### src/rtl/prefix_subtractor_pipe_16u.sv
// 16-bit unsigned subtractor (a - b) on a two-stage Kogge-Stone pipeline with valid/ready flow.
// Optional build macro SUB_SATURATE_EN clamps diff to zero whenever a borrow occurs.
module prefix_subtractor_pipe_16u (
    input  logic        clk,
    input  logic        rst,
    input  logic        in_valid,
    output logic        in_ready,
    input  logic [15:0] a,
    input  logic [15:0] b,
    output logic        out_valid,
    input  logic        out_ready,
    output logic [15:0] diff,
    output logic        bout
);

    logic        s1_v_q;
    logic        out_valid_q;
    logic [15:0] diff_q;
    logic        bout_q;
    logic        s1_en;
    logic        s2_en;

    // Stage-1 datapath registers: bit propagate, group generate/propagate after span-2 level
    logic [15:0] p_q;
    logic [15:0] gg_q;
    logic [15:4] gp_q;

    logic [15:0] p0;
    logic [15:0] g0;
    logic [15:0] g1;
    logic [15:2] p1;
    logic [15:0] g2;
    logic [15:4] p2;

    logic [15:0] g3;
    logic [15:8] p3;
    logic [15:0] g4;
    logic [15:0] carry;
    logic [15:0] sum;
    logic        borrow;
    logic [15:0] diff_d;

    assign s2_en    = !out_valid_q || out_ready;
    assign s1_en    = !s1_v_q || s2_en;
    assign in_ready = s1_en;

    always_comb begin
        p0 = a ^ ~b;
        g0 = a & ~b;
        // Carry-in of 1 from position -1 is absorbed into bit 0's generate.
        g0[0] = g0[0] | p0[0];

        g1 = g0;
        for (int i = 1; i < 16; i++) begin
            g1[i] = g0[i] | (p0[i] & g0[i-1]);
        end
        for (int i = 2; i < 16; i++) begin
            p1[i] = p0[i] & p0[i-1];
        end

        g2 = g1;
        for (int i = 2; i < 16; i++) begin
            g2[i] = g1[i] | (p1[i] & g1[i-2]);
        end
        for (int i = 4; i < 16; i++) begin
            p2[i] = p1[i] & p1[i-2];
        end
    end

    always_comb begin
        g3 = gg_q;
        for (int i = 4; i < 16; i++) begin
            g3[i] = gg_q[i] | (gp_q[i] & gg_q[i-4]);
        end
        for (int i = 8; i < 16; i++) begin
            p3[i] = gp_q[i] & gp_q[i-4];
        end

        g4 = g3;
        for (int i = 8; i < 16; i++) begin
            g4[i] = g3[i] | (p3[i] & g3[i-8]);
        end

        carry  = {g4[14:0], 1'b1};
        sum    = p_q ^ carry;
        borrow = ~g4[15];
`ifdef SUB_SATURATE_EN
        diff_d = borrow ? 16'h0000 : sum;
`else
        diff_d = sum;
`endif
    end

    always_ff @(posedge clk) begin
        if (rst) begin
            s1_v_q      <= 1'b0;
            out_valid_q <= 1'b0;
            diff_q      <= 16'h0000;
            bout_q      <= 1'b0;
        end else begin
            if (s1_en) begin
                s1_v_q <= in_valid;
            end
            if (s2_en) begin
                out_valid_q <= s1_v_q;
                if (s1_v_q) begin
                    diff_q <= diff_d;
                    bout_q <= borrow;
                end
            end
        end
    end

    // Contents are meaningless while s1_v_q is low, so no reset here.
    always_ff @(posedge clk) begin
        if (s1_en && in_valid) begin
            p_q  <= p0;
            gg_q <= g2;
            gp_q <= p2;
        end
    end

    assign out_valid = out_valid_q;
    assign diff      = diff_q;
    assign bout      = bout_q;

endmodule

### config.mk
export PLATFORM = sky130hd
export DESIGN_NAME = prefix_subtractor_pipe_16u
export DESIGN_NICKNAME = d
export VERILOG_FILES = /design/src/rtl/prefix_subtractor_pipe_16u.sv
export SDC_FILE = /design/constraint.sdc
export NUM_CORES = 1
export LEC_CHECK = 0
export CAP_MARGIN = 20
export CORE_MARGIN = 2
export CORE_UTILIZATION = 56
export CTS_CLUSTER_SIZE = 12
export DETAILED_ROUTE_END_ITERATION = 10
export PLACE_DENSITY = 0.81
export SLEW_MARGIN = 10
export SYNTH_ARGS = -nofsm -noshare
export SYNTH_HDL_FRONTEND = slang
export SYNTH_SLANG_ARGS = --single-unit
### constraint.sdc
create_clock -name clk -period 7 [get_ports clk]
set_clock_uncertainty 0.15 [all_clocks]
set_input_delay 1.75 -clock clk [delete_from_list [all_inputs] [get_ports clk]]
set_output_delay 1.75 -clock clk [all_outputs]
set_load 0.02 [all_outputs]
==> summary.md, run 1 <==
| Metric | Value |
|---|---|
| Leakage | 0.00142 µW |
| Synth Register Bits | 63 |
| Final setup violating endpoints | 0 |
| Hold Crit Class | reg -> reg |
| Worst-path maximum fanout | 5 |
| Post-Synthesis Mean Instance Area | about 11 µm² |
| Gp weighted congestion | between 0.8 and 0.9 |
| H-tree depth | 3 |
| Fin crit share | 69.9% |
| Die area | 0.00583 mm² |
| Final global-route overflow total | 0 |
| Area of the multi-input gates | 0.00109 mm² |
| Hold path startpoint | p_q[0]$_DFFE_PP_ |
| Syn_nets | around 310 |
| Status | finished clean |
| Hpwl dp | 3.98 mm |
| Iteration-0 DRC Markers | roughly 120 |
| Flop pwr share | approximately 54% |
| Port Buffers | 54 |
| Final wirelength | 5.38 mm |
| Fraction of layout cells with a size suffix above 1 | 7.76% |
| Sequential fraction of the synthesis area | 58.0% |
| Endpoints failing hold | 0 |
| Largest net degree at the start of global routing | 45 |
| RSZ-0062 raised after global routing | no |
| Max Used Layer | met4 |
| Sw frac | 25.2% |
| Hold_ws | 279 ps |
| Max-Cap Viols | 0 |
| Area grow syn2layout | 25.1% |
| Setup Fix Bufs, Post-CTS | 0 |
| Reg clk slew, reported paths | 60 ps |
| Type of the worst setup path | in -> out |
| Max Root-Sink Buffers | 2 |
| Final min period | 4890 ps |
| Via count | between 2,000 and 2,500 |
| PD cells | 227 mW/mm² |
| Worst Setup End Kind | primary output |
| # IOs | 55 |
| Fin nets | 370 |
| Count of cell types in the netlist | 34 |
| Met2 Wirelength | 2.62 mm |
| Setup TNS | 0 ps |
| FMAX | 204 MHz |
| Clk pwr share | a little under a third |
| Startpoint Class | primary input |
| CTS buffer count | 9 |
| CTS Hold Bufs | 0 |
| Number of global-route vias before repair | between 1,500 and 2,000 |
| Fin. max-slew vios | 0 |
| Sw Pwr | between 200 and 250 µW |
| Core ar. | 0.00507 mm² |
| Die W | 76.4 µm |
| Synth Warn # | 0 |
| Wire length on met1 | 2.51 mm |
| Metal3 WL | approximately 220 µm |
| P_int | 624 µW |
| Mapped Area | roughly 0.0029 mm² |
| CTS root buf | clkbuf_8 |
| Initial Util | 57.8% |
| Row count | 26 |
| Worst Setup SP | out_ready |
| Slew margin rel. | 29.0% |
| Worst EP required | 5100 ps |
| CTS tree | built |
| Remaining DRCs | 0 |
| Register area | 0.00170 mm² |
| Vias per cell | a little over 5 |
| Reg2reg start | s1_v_q$_SDFFE_PP0P_ |
| Slew of the pin with the lowest slew margin | 1060 ps |
| Initial antenna violation count | 0 |
| # fillers | 391 |
| # resized after CTS | 0 |
| Worst VDD drop | 0.136 mV |
| Drt first pass iters | 4 |
| Clk sink count | 63 |
| Mapped Cells | 259 |
| GRT Resource Usage Total | about a fifth |
| Wirelength per Cell | around 14 µm |
| Detail Route Antenna Nets | 0 |
| First-pass GRT wire length | 9.16 mm |
| Die H | 76.4 µm |
| # diodes | 0 |
| Clock latency at the later pin of the worst-skew pair | 320 ps |
| Critical Path AT | 2990 ps |
| Combinational share of power | 16.4% |
[Yosys cell counts]
cell type | instances | share of area, %
a211oi_1 | 1 | 0.26
a211oi_2 | 4 | 1.7
a21o_1 | 5 | 1.3
a21oi_1 | 24 | 4.1
a311o_2 | 3 | 1.2
and2_1 | 1 | 0.21
buf_2 | 3 | 0.51
buf_6 | 2 | 0.77
buf_8 | 1 | 0.51
clkbuf_1 | 1 | 0.13
dfxtp_1 | 19 | 13
edfxtp_1 | 44 | 45
ha_1 | 16 | 6.8
inv_1 | 23 | 2.9
nand2_1 | 28 | 3.6
nand2b_1 | 2 | 0.43
nand2b_4 | 1 | 0.47
nand3_1 | 4 | 0.68
nand3b_1 | 8 | 2.0
nand4b_1 | 1 | 0.30
nor2_1 | 24 | 3.1
nor2b_1 | 3 | 0.64
nor2b_2 | 1 | 0.30
nor2b_4 | 1 | 0.47
nor3_1 | 2 | 0.34
nor3b_1 | 3 | 0.77
nor4b_1 | 3 | 0.90
o211ai_2 | 3 | 1.3
o21ai_0 | 14 | 2.4
o21bai_1 | 4 | 1.0
o41ai_1 | 1 | 0.30
or4_1 | 1 | 0.26
xnor2_1 | 7 | 2.1
xor2_1 | 1 | 0.30
[cell type report]
type                    instances  area share, %
repair buffers                 55           15.1
clock buffers                  13           3.78
well taps                      70           2.39
multi-input cells             166           29.7
clock inverters                 2          0.239
inverters                      23           2.35
flip-flops and latches         63           46.4
[cells by family after synthesis]
logic type / after synthesis / synth area share [%]
XOR/XNOR: 8 / 2.39
adder cells (fa/ha/maj): 16 / 6.82
AND/OR/NAND/NOR: 83 / 14.5
flip-flops: 63 / 58.0
buffers and inverters: 30 / 4.86
AO/OA/AOI/OAI: 59 / 13.5
[metal layers]
metal  track usage (%)  vias up
met4              6.55        0
met5                 0        -
met1              26.9      946
met2              32.7       48
li1                  -     1041
met3              4.74        3
[critical path, cell delays in order]
cell	delay, ps
clkdlybuf4s50_1	510
nor2b_4	60
nand2_1	70
clkdlybuf4s50_1	600
[per-stage QoR]
stage	instances	power, µW	worst slack, ps	area, µm²	util [%]
6_report	392	834	2110	3670	72.3
5_1_grt	392	872	2070	3670	72.3
4_1_cts	391	837	2100	3650	72.0
3_5_place_dp	376	591	2110	3510	69.1
3_3_place_gp	376	587	2120	3510	69.1
2_1_floorplan	259	535	3060	2930	-
[placed cells by master, fill, tap and decap left out, types with 9 or more instances in the layout]
cell type,instances
a21oi_1,24
clkbuf_8,9
clkdlybuf4s50_1,54
dfxtp_1,19
edfxtp_1,44
ha_1,16
inv_1,23
nand2_1,28
nor2_1,24
o21ai_0,14
[final timing paths]
kind	slack (ps)	endpoint	cells past startpoint
max	2110	in_ready	4
min	280	diff[0]$_SDFFE_PP0P_	1
max reg2reg	4990	diff[15]$_SDFFE_PP0P_	3
min reg2reg	280	diff[0]$_SDFFE_PP0P_	1
[sequential cells by signal, indices dropped and copies added, names as in the netlist]
signal     cells
bout           1
s1_v_q         1
diff          16
gg_q          16
p_q           16
out_valid      1
gp_q          12
[power groups by stage]
stage                     Clock (µW)  Sequential, µW  Combinational (µW)
after floorplan                    0             461                74.8
after global placement             0             453                 134
after detailed placement           0             454                 137
after CTS                        253             446                 137
after global routing             270             449                 152
final                            251             446                 137
Note: power is estimated with default switching activity, not from simulation.
==> run 2, diff against run 1 <==
--- a/config.mk
+++ b/config.mk
@@ -7,10 +7,10 @@
 export LEC_CHECK = 0
 export CAP_MARGIN = 20
 export CORE_MARGIN = 2
-export CORE_UTILIZATION = 56
+export CORE_UTILIZATION = 52
 export CTS_CLUSTER_SIZE = 12
 export DETAILED_ROUTE_END_ITERATION = 10
-export PLACE_DENSITY = 0.81
+export PLACE_DENSITY = 0.76
 export SLEW_MARGIN = 10
 export SYNTH_ARGS = -nofsm -noshare
 export SYNTH_HDL_FRONTEND = slang
==> constraint.sdc (replaced) <==
create_clock -name clk -period 4.82 [get_ports clk]
set_clock_uncertainty 0.15 [all_clocks]
set_input_delay 1.205 -clock clk [delete_from_list [all_inputs] [get_ports clk]]
set_output_delay 1.205 -clock clk [all_outputs]
set_load 0.02 [all_outputs]
==> run 2 against run 1 <==
First-iteration DRC count fell by 21%. Clock power rose by 44%. Global-route usage fell by 1.2 points. Cell count rose by 0.77%. Non-clock buffer count did not move. Worst hold slack improved by 20 ps. Critical path depth did not move. Core utilization fell by 5.1 points. Critical path type unchanged. Critical endpoint unchanged.
==> summary.md, run 2 (same netlist as run 1, synthesis figures left out) <==
| Metric | Value |
|---|---|
| Final setup violating endpoints | 0 |
| Iteration-0 DRC Markers | between 90 and 100 |
| Drt first pass iters | 4 |
| Wirelength per Cell | approximately 14 µm |
| RSZ-0062 raised after global routing | no |
| Detail Route Antenna Nets | 0 |
| Final Util | 67.2% |
| Die H | 79.1 µm |
| Area grow syn2layout | 25.4% |
| Worst setup margin | 1020 ps |
| CTS Hold Bufs | 0 |
| Crit-path slowest cell | clkdlybuf4s50_1 |
| Final min period | 3800 ps |
| Hold Crit Class | reg -> reg |
| Commonest cells after routing, fill and taps aside | clkdlybuf4s50_1, edfxtp_1, nand2_1, a21oi_1, nor2_1 |
| Buffers & Inverters on Critical Path | 2 |
| Startpoint Class | primary input |
| Status | finished clean |
| CTS buffer count | 9 |
| Final Cell Area | 0.00368 mm² |
| Worst EP required | 3460 ps |
| Placed inst area | 0.00351 mm² |
| Type of the worst setup path | in -> out |
| CP delay by family, top | buffers and inverters |
| Final wirelength | around 5.5 mm |
| PD cells | between 300 and 400 mW/mm² |
| CP cell instances | clkdlybuf4s50_1, nor2b_4, nand2_1, clkdlybuf4s50_1 |
| Hpwl dp | 4.01 mm |
| Worst-path maximum fanout | 5 |
| Fin crit share | 78.9% |
| # IOs | 55 |
| Worst Setup End Kind | primary output |
| Final global-route overflow total | 0 |
| Critical Path AT | 2450 ps |
| Initial antenna violation count | 0 |
| Worst VDD drop | about 0.15 mV |
| Slew margin rel. | 30.9% |
| Core ar. | 0.00547 mm² |
| Largest net degree at the start of global routing | 45 |
| Largest stage delay, worst path | 600 ps |
| Number of global-route vias before repair | 1,930 |
| Port Buffers | 54 |
| Row count | 27 |
| Die area | 0.00626 mm² |
| # diodes | 0 |
| Leakage | 0.00143 µW |
| Setup Fix Bufs, Post-CTS | 0 |
| Most frequent CP cell | clkdlybuf4s50_1 |
| Fraction of layout cells with a size suffix above 1 | under 10% |
| Endpoints failing hold | 0 |
| Reg clk slew, reported paths | 60 ps |
| Clock latency at the later pin of the worst-skew pair | ~320 ps |
| # resized after CTS | 0 |
| First-pass GRT wire length | 8.98 mm |
| FMAX | 263 MHz |
| GRT Resource Usage Total | 19.0% |
| Max Root-Sink Buffers | 2 |
| Setup TNS | 0 ps |
| CTS tree | built |
| Clk sink count | 63 |
| Gp weighted congestion | between 0.7 and 0.8 |
| Die W | just under 80 µm |
| Max-Cap Viols | 0 |
| Initial Util | 53.6% |
| Placement Setup Slack | between 1000 and 1500 ps |
| Commonest non-fill, non-tap cell in the layout | clkdlybuf4s50_1 |
| CTS root buf | clkbuf_8 |
| Remaining DRCs | 0 |
| Slew of the pin with the lowest slew margin | 1030 ps |
| Fin. max-slew vios | 0 |
| Fin nets | 370 |
| Vias per cell | 5.24 |
| Via count | a little over 2,000 |
| H-tree depth | 3 |
==> run 2: cell count changes in the layout (fill, tap and decap cells not counted) <==
cell,delta
clkinv_2,+2
clkbuf_1,-4
clkinv_1,+3
==> run 2: worst paths after layout <==
| path | from | endpoint | slack [ps] | cells past startpoint |
|---|---|---|---|---|
| max | out_ready | in_ready | 1020 | 4 |
| min | diff[6]$_SDFFE_PP0P_ | diff[6]$_SDFFE_PP0P_ | 300 | 2 |
| max reg2reg | s1_v_q$_SDFFE_PP0P_ | diff[15]$_SDFFE_PP0P_ | 2830 | 3 |
| min reg2reg | diff[6]$_SDFFE_PP0P_ | diff[6]$_SDFFE_PP0P_ | 300 | 2 |
==> run 2: routing by layer <==
metal | GRT usage [%] | wire (µm)
met5 | 0 | 0
met4 | 8.79 | 119
met3 | 3.52 | 214
met2 | 28.9 | 2550
met1 | 26.4 | 2570
==> run 2: area by class of cell <==
cell class	instances	area [µm²]
tap	72	90.1
fill	446	1790
clock buffer	9	124
inverter	23	86.3
sequential	63	1700
multi-input combinational	166	1090
clock inverter	7	30.0
timing repair buffer	55	556
==> run 2: stage by stage <==
| step | instances | total power [µW] | hold slack (ps) |
|---|---|---|---|
| floorplan | 259 | 777 | 256 |
| global placement | 378 | 853 | 271 |
| detailed placement | 378 | 860 | 295 |
| CTS | 394 | 1220 | 304 |
| global route | 395 | 1260 | 316 |
| finish | 395 | 1210 | 298 |
==> run 2: worst min-delay path: cells and delay by family, from the launching register on <==
| family | cells | cell delay, ps |
|---|---|---|
| DFF | 1 | 310 |
| AOI/OAI and AO/OA | 1 | 50 |
| and+or+nand+nor | 1 | 50 |
==> run 2: power breakdown <==
part	internal, µW	switching (µW)
clock network	176	186
registers	630	19.5
logic	94.4	105
==> run 3, diff against run 2 <==
--- a/config.mk
+++ b/config.mk
@@ -7,10 +7,10 @@
 export LEC_CHECK = 0
 export CAP_MARGIN = 20
 export CORE_MARGIN = 2
-export CORE_UTILIZATION = 52
+export CORE_UTILIZATION = 47
 export CTS_CLUSTER_SIZE = 12
 export DETAILED_ROUTE_END_ITERATION = 10
-export PLACE_DENSITY = 0.76
+export PLACE_DENSITY = 0.72
 export SLEW_MARGIN = 10
 export SYNTH_ARGS = -nofsm -noshare
 export SYNTH_HDL_FRONTEND = slang
==> constraint.sdc (replaced) <==
create_clock -name clk -period 3.17 [get_ports clk]
set_clock_uncertainty 0.15 [all_clocks]
set_input_delay 0.7925 -clock clk [delete_from_list [all_inputs] [get_ports clk]]
set_output_delay 0.7925 -clock clk [all_outputs]
set_load 0.02 [all_outputs]
==> run 3 against run 2 <==
First-iteration DRC count is 5.3% lower. Count of clock-buffer cells in the layout is 5 higher. Setup slack worse by 830 ps. Core utilization is 5.1 points lower. Sequential power is 52% higher. Largest power group unchanged. Highest routed layer unchanged.
==> summary.md, run 3 (same netlist as run 1, synthesis figures left out) <==
| Metric | Value |
|---|---|
| Status | finished clean |
| Fin nets | between 300 and 400 |
| Initial antenna violation count | 0 |
| Max Root-Sink Buffers | 2 |
| Endpoints failing hold | 0 |
| Wirelength per Cell | 13.8 µm |
| CTS tree | built |
| Die area | 0.00689 mm² |
| Detail Route Antenna Nets | 0 |
| # fillers | 476 |
| GRT Resource Usage Total | 17.1% |
| Reg clk slew, reported paths | 60 ps |
| Clk sink count | 63 |
| Commonest cells after routing, fill and taps aside | clkdlybuf4s50_1, edfxtp_1, nand2_1, a21oi_1, nor2_1 |
| Startpoint Class | primary input |
| Type of the worst setup path | in -> out |
| Hold_ws | a little under 300 ps |
| Number of global-route vias before repair | 2,002 |
| Via count | between 2,000 and 2,500 |
| Iteration-0 DRC Markers | 90 |
| Met2 Wirelength | about 2.6 mm |
| FMAX | 335 MHz |
| CP delay by family, top | buffers and inverters |
| Setup TNS | 0 ps |
| # IOs | 55 |
| Final global-route overflow total | 0 |
| PD cells | 503 mW/mm² |
| Final setup violating endpoints | 0 |
| Gp weighted congestion | 0.784 |
| Largest stage delay, worst path | 540 ps |
| Fraction of layout cells with a size suffix above 1 | a little under a tenth |
| Worst EP required | roughly 2200 ps |
| Die W | 83.0 µm |
| Initial Util | 49.0% |
| Hold Crit Class | reg -> reg |
| CTS Hold Bufs | 0 |
| Placement Setup Slack | around 170 ps |
| Commonest non-fill, non-tap cell in the layout | clkdlybuf4s50_1 |
| Final wirelength | about 5.5 mm |
| Final min period | 2980 ps |
| Area grow syn2layout | 26.7% |
| Fin crit share | a little over nine tenths |
| Remaining DRCs | 0 |
| Worst Setup End Kind | primary output |
| Die H | 83.0 µm |
| Leakage | 0.00145 µW |
| Metal3 WL | 352 µm |
| Max Used Layer | met4 |
| Core ar. | between 0.005 and 0.006 mm² |
| # resized after CTS | 0 |
| Slew of the pin with the lowest slew margin | 641 ps |
| H-tree depth | 3 |
| Crit-path slowest cell | clkdlybuf4s50_1 |
| Critical Path AT | just over 2000 ps |
| Setup Fix Bufs, Post-CTS | 0 |
| CTS root buf | clkbuf_8 |
| # diodes | 0 |
| Largest net degree at the start of global routing | 45 |
| Final Util | between 60% and 70% |
| Max-Cap Viols | 0 |
| Worst VDD drop | 0.257 mV |
| CP cell instances | clkdlybuf4s50_1, nor2b_4, nand2_1, clkdlybuf4s50_1 |
| Worst setup margin | between 150 and 200 ps |
| Row count | 28 |
| Vias per cell | 5.22 |
| CTS buffer count | 9 |
| Drt first pass iters | 4 |
| RSZ-0062 raised after global routing | no |
| Slew margin rel. | 57.2% |
| First-pass GRT wire length | 9.25 mm |
| Buffers & Inverters on Critical Path | 2 |
| Wire length on met1 | 2.45 mm |
| Most frequent CP cell | clkdlybuf4s50_1 |
| Port Buffers | 54 |
| Total power | 1870 µW |
| Worst-path maximum fanout | 5 |
| Fin. max-slew vios | 0 |
| Hpwl dp | around 4 mm |
| Clock latency at the later pin of the worst-skew pair | roughly 330 ps |
## run 3: changes by cell type in the layout (fill, tap and decap cells not counted), sizes merged
cell and change:
buf +3, clkinv -5, clkbuf +5
## run 3: worst paths after layout
kind / start / end / slack, ps / cells past startpoint
worst min register to register: gg_q[15]$_DFFE_PP_ / bout$_SDFFE_PP0P_ / 290 / 1
worst max register to register: gg_q[0]$_DFFE_PP_ / diff[13]$_SDFFE_PP0P_ / 1430 / 4
worst max-delay path: out_ready / in_ready / 190 / 4
worst min-delay path: gg_q[15]$_DFFE_PP_ / bout$_SDFFE_PP0P_ / 290 / 1
## run 3: power breakdown
part           switching (µW)  internal [µW]  total [µW]  leakage, µW
logic                     162            147         309     0.000771
registers                28.3            957         985     0.000592
clock network             274            304         578    0.0000844
## run 3: final cells by class
cell class / instances / area [µm²] / share of cell area, %
multi-input combinational: 166 / 1090 / 29.3
clock inverter: 2 / 10.0 / 0.269
tap: 75 / 93.8 / 2.52
timing repair buffer: 58 / 583 / 15.7
clock buffer: 14 / 153 / 4.10
inverter: 23 / 86.3 / 2.32
sequential: 63 / 1700 / 45.8
## run 3: layer usage
metal,up-vias,global-route usage (%)
li1,1044,-
met1,978,22.4
met2,63,26.4
met3,9,4.77
met4,0,7.90
met5,-,0
## run 3: through the flow
step / area [µm²] / instances
final: 3720 / 401
after global routing: 3720 / 401
after CTS: 3720 / 401
after detailed placement: 3560 / 385
after global placement: 3560 / 385
after floorplan: 2930 / 259
## run 3: worst reg2reg max path, delay by kind of cell, from the launching register on
family	cells	cell delay (ps)
AND/OR/NAND/NOR	1	340
AO/OA/AOI/OAI	3	780
flip-flops	1	410
==> edit 1: new RTL, settings of run 2 <==
Add a define of `SUB_SATURATE_EN`.
--- a/src/rtl/prefix_subtractor_pipe_16u.sv
+++ b/src/rtl/prefix_subtractor_pipe_16u.sv
@@ -1,5 +1,7 @@
 // 16-bit unsigned subtractor (a - b) on a two-stage Kogge-Stone pipeline with valid/ready flow.
 // Optional build macro SUB_SATURATE_EN clamps diff to zero whenever a borrow occurs.
+`define SUB_SATURATE_EN
+
 module prefix_subtractor_pipe_16u (
     input  logic        clk,
     input  logic        rst,
Formal check against the unedited RTL: not equivalent (Yosys sat finds a counterexample within 4 cycles, from zero or initial values and one cycle with rst high).
==> edit 1 against run 2 <==
Combinational power fell by 11%; final area is 2.6% lower; highest routed layer unchanged; sequential power barely moved; largest cell class unchanged; area after synthesis shrank 3.9%; power is 1.2% lower; sequential cell count stayed put; synthesized cell count shrank 8.5%; non-clock buffer count decreased by 1; global-route usage increased by 0.082 points; routed wire length shrank 7.0%; clock power grew 2%; setup slack got worse by 180 ps.
==> edit 1: results (changes against run 2) <==
Status = complete, no violations (unchanged)
Post-Synth XOR/XNOR Area = 0.0342 (was 0.0239)
Met2 GRT Util = 0.285 (was 0.289)
Peak VDD IR = 0.166 mV (was 0.151 mV)
Drt first-iter violations = 114 (was 95)
Worst Tran Pin Value = 923 ps (was 1030 ps)
Cell Area, Placed = 0.00343 sq mm (was 0.00351 sq mm)
Distinct cells, synth = 32 (was 34)
Share of cells above drive strength 1 = 0.0689 (was 0.0836)
First-pass GRT wire length = 8660 microns (was 8980 microns)
Leakage = 1.41 nW (was 1.43 nW)
Area Growth Syn to Fin = 27.1% (was 25.4%)
Met3 Wirelength = 225 microns (was 214 microns)
GRT Resource Usage Total = 0.190 (about the same)
Seq/Total Area, Yosys = 0.603 (was 0.580)
Top cells by area, synth = edfxtp_1 47%, dfxtp_1 13%, ha_1 7.1%, a21oi_1 3.7%, a22o_1 3.7% (was edfxtp_1 45%, dfxtp_1 13%, ha_1 6.8%, a21oi_1 4.1%, nand2_1 3.6%)
Worst EP arrival = 2620 ps (was 2450 ps)
Final std cells w/o fill = 375 (was 395)
WL/cell = 13.5 microns (was 13.8 microns)
Dpl ws = 845 ps (was 1020 ps)
Nets@finish = 352 (was 370)
Flop pwr share = 0.543 (was 0.536)
Fillcell total = 376 (was 446)
Mapped Nets = 289 (was 311)
Mean Syn Cell Area = 11.9 sq um (was 11.3 sq um)
GP Congestion = 0.863 (was 0.799)
Adder-Cell Fraction of Synth Area = 0.0710 (was 0.0682)
Vias = 1925 (was 2069)
Met3 Resource Use GR = 0.0442 (was 0.0352)
-- edit 1: cell count changes in the layout (fill, tap and decap cells not counted), sizes merged, moves of 3 or more --
cell | before | now
a22o | 0 | 12
a311o | 3 | 0
a31oi | 0 | 4
clkinv | 7 | 4
nand2 | 28 | 24
nand3b | 8 | 0
nor2 | 24 | 13
nor2b | 5 | 1
nor4b | 3 | 0
o211ai | 3 | 0
or3 | 0 | 3
xnor2 | 7 | 1
xor2 | 1 | 10
-- edit 1: worst paths after layout --
check                       end              startpoint  slack [ps]
min reg2reg   bout$_SDFFE_PP0P_       bout$_SDFFE_PP0P_         300
min           bout$_SDFFE_PP0P_       bout$_SDFFE_PP0P_         300
max reg2reg  gp_q[10]$_DFFE_PP_  out_valid$_SDFFE_PP0P_        2870
max                    in_ready               out_ready         840
-- edit 1: final cells by class --
cell class,instances,share of cell area
clock buffer,11,0.0367
tap,70,0.0244
timing repair buffer,54,0.151
inverter,22,0.0230
clock inverter,5,0.00698
sequential,63,0.475
multi-input combinational,150,0.283
==> edit 2: new RTL, flow settings as in run 2 <==
Made on the original files. Make the reset (`rst`) asynchronous in one clocked block.
--- a/src/rtl/prefix_subtractor_pipe_16u.sv
+++ b/src/rtl/prefix_subtractor_pipe_16u.sv
@@ -91,7 +91,7 @@
 `endif
     end
 
-    always_ff @(posedge clk) begin
+    always_ff @(posedge clk or posedge rst) begin
         if (rst) begin
             s1_v_q      <= 1'b0;
             out_valid_q <= 1'b0;
Check against the original RTL: differs if rst is asserted again (counterexample within 4 cycles, from zero or initial values and one cycle with rst high); with rst held inactive, the same outputs for 10 cycles.
==> edit 2 against run 2 <==
Routed wire length decreased by 11%; sequential cell count unchanged; combinational power increased by 46%; final area decreased by 1.4%; hold slack got worse by 32 ps; final cell count decreased by 5.1%; area after synthesis decreased by 3.4%; fmax increased by 0.66%; register-to-register slack improved by 100 ps; power increased by 15%; setup slack improved by 25 ps; non-clock buffer count decreased by 1; count of clock-buffer cells in the layout increased by 1.
==> edit 2: results (changes against run 2) <==
Dpl ws = 1040 ps (was 1020 ps)
Seq group = 0.686 mW (was 0.649 mW)
Mean Syn Cell Area = 11.9 sq um (was 11.3 sq um)
Hold-critical path depth = 1 (was 2)
GRT Resource Usage Total = 0.182 (was 0.190)
Mapped Nets = 290 (was 311)
Top cells by count, synth = 44 x edfxtp_1, 35 x nand2_1, 30 x o21ai_1 (was 44 x edfxtp_1, 28 x nand2_1, 24 x a21oi_1, 24 x nor2_1, 23 x inv_1)
Leakage = 1.49 nW (was 1.43 nW)
Met2 GRT Util = 0.272 (was 0.289)
GR Layer Usage met1 = 0.244 (was 0.264)
Min-Delay Endpoint = diff[0]$_DFFE_PP0P_ (was diff[6]$_SDFFE_PP0P_)
Share of cells above drive strength 1 = 0.0689 (was 0.0836)
Drt first-iter violations = 87 (was 95)
Drt total wl = 4840 microns (was 5460 microns)
Combinational logic power = 0.292 mW (was 0.200 mW)
Nets@finish = 352 (was 370)
DR vias/cell = 4.96 (was 5.24)
Seq/Total Area, Yosys = 0.634 (was 0.580)
Pwr Density = 385 mW/mm^2 (was 329 mW/mm^2)
R2r startpoint = s1_v_q$_DFFE_PP0P_ (was s1_v_q$_SDFFE_PP0P_)
Met3 Resource Use GR = 0.0628 (was 0.0352)
Slew headroom = 0.339 (was 0.309)
Crit path max fanout = 3 (was 5)
Critical Path Stages = 3 (was 4)
Fillcell total = 401 (was 446)
Top cells by area, synth = edfxtp_1 47%, dfrtp_1 17%, ha_1 7.1%, o21ai_1 5.3%, nand2_1 4.6% (was edfxtp_1 45%, dfxtp_1 13%, ha_1 6.8%, a21oi_1 4.1%, nand2_1 3.6%)
Distinct cells, synth = 24 (was 34)
Cell Area, Placed = 0.00345 sq mm (was 0.00351 sq mm)
HPWL after DPL = 3590 microns (was 4010 microns)
Worst EP arrival = 2420 ps (was 2450 ps)
Multi-input logic area = 933 sq um (was 0.00109 sq mm)
First-pass GRT wire length = 8360 microns (was 8980 microns)
Peak VDD IR = 0.220 mV (was 0.151 mV)
Met2 wire len = 2190 microns (was 2550 microns)
Met3 Wirelength = 290 microns (was 214 microns)
Hold Path Origin = p_q[0]$_DFFE_PP_ (was diff[6]$_SDFFE_PP0P_)
Async set-reset flop share out of synthesis = 0.302 (was 0)
Status = complete, no violations (unchanged)
Met1 wire length = 2270 microns (was 2570 microns)
R2R Setup Slk = 2930 ps (was 2830 ps)
Final std cells w/o fill = 375 (was 395)
Worst r2r path cells = 2 (was 3)
Internal power = 1.03 mW (was 0.900 mW)
Largest net degree at the start of global routing = 45 (unchanged)
R2r endpoint = gp_q[4]$_DFFE_PP_ (was diff[15]$_SDFFE_PP0P_)
Final hold slack = 266 ps (was 298 ps)
Min Tclk post-route = 3780 ps (was 3800 ps)
edit 2: cell count changes in the layout (fill, tap and decap cells not counted), sizes merged, moves of 4 or more:
cell | before | now
nand3 | 4 | 0
a211oi | 5 | 0
a21oi | 24 | 19
xnor2 | 7 | 11
nand3b | 8 | 1
nor2 | 24 | 8
dfrtp | 0 | 19
o21ai | 14 | 30
nand2 | 28 | 36
dfxtp | 19 | 0
edit 2: kinds of logic (layout without fill, tap and decap cells):
kind of cell             Yosys count  after routing  share of synthesized area
buffers and inverters             27             94                     0.0371
adder cells (fa/ha/maj)           16             16                     0.0706
AND/OR/NAND/NOR                   58             58                     0.0914
AO/OA/AOI/OAI                     59             59                      0.121
flip-flops                        63             63                      0.634
XOR/XNOR                          15             15                     0.0464
edit 2: cell type report:
cell class,count,area share
Clock buffer,10,0.0352
Clock inverter,6,0.0141
Inverter,24,0.0248
Sequential cell,63,0.495
Tap cell,70,0.0241
Multi-Input combinational cell,148,0.257
Timing Repair Buffer,54,0.149
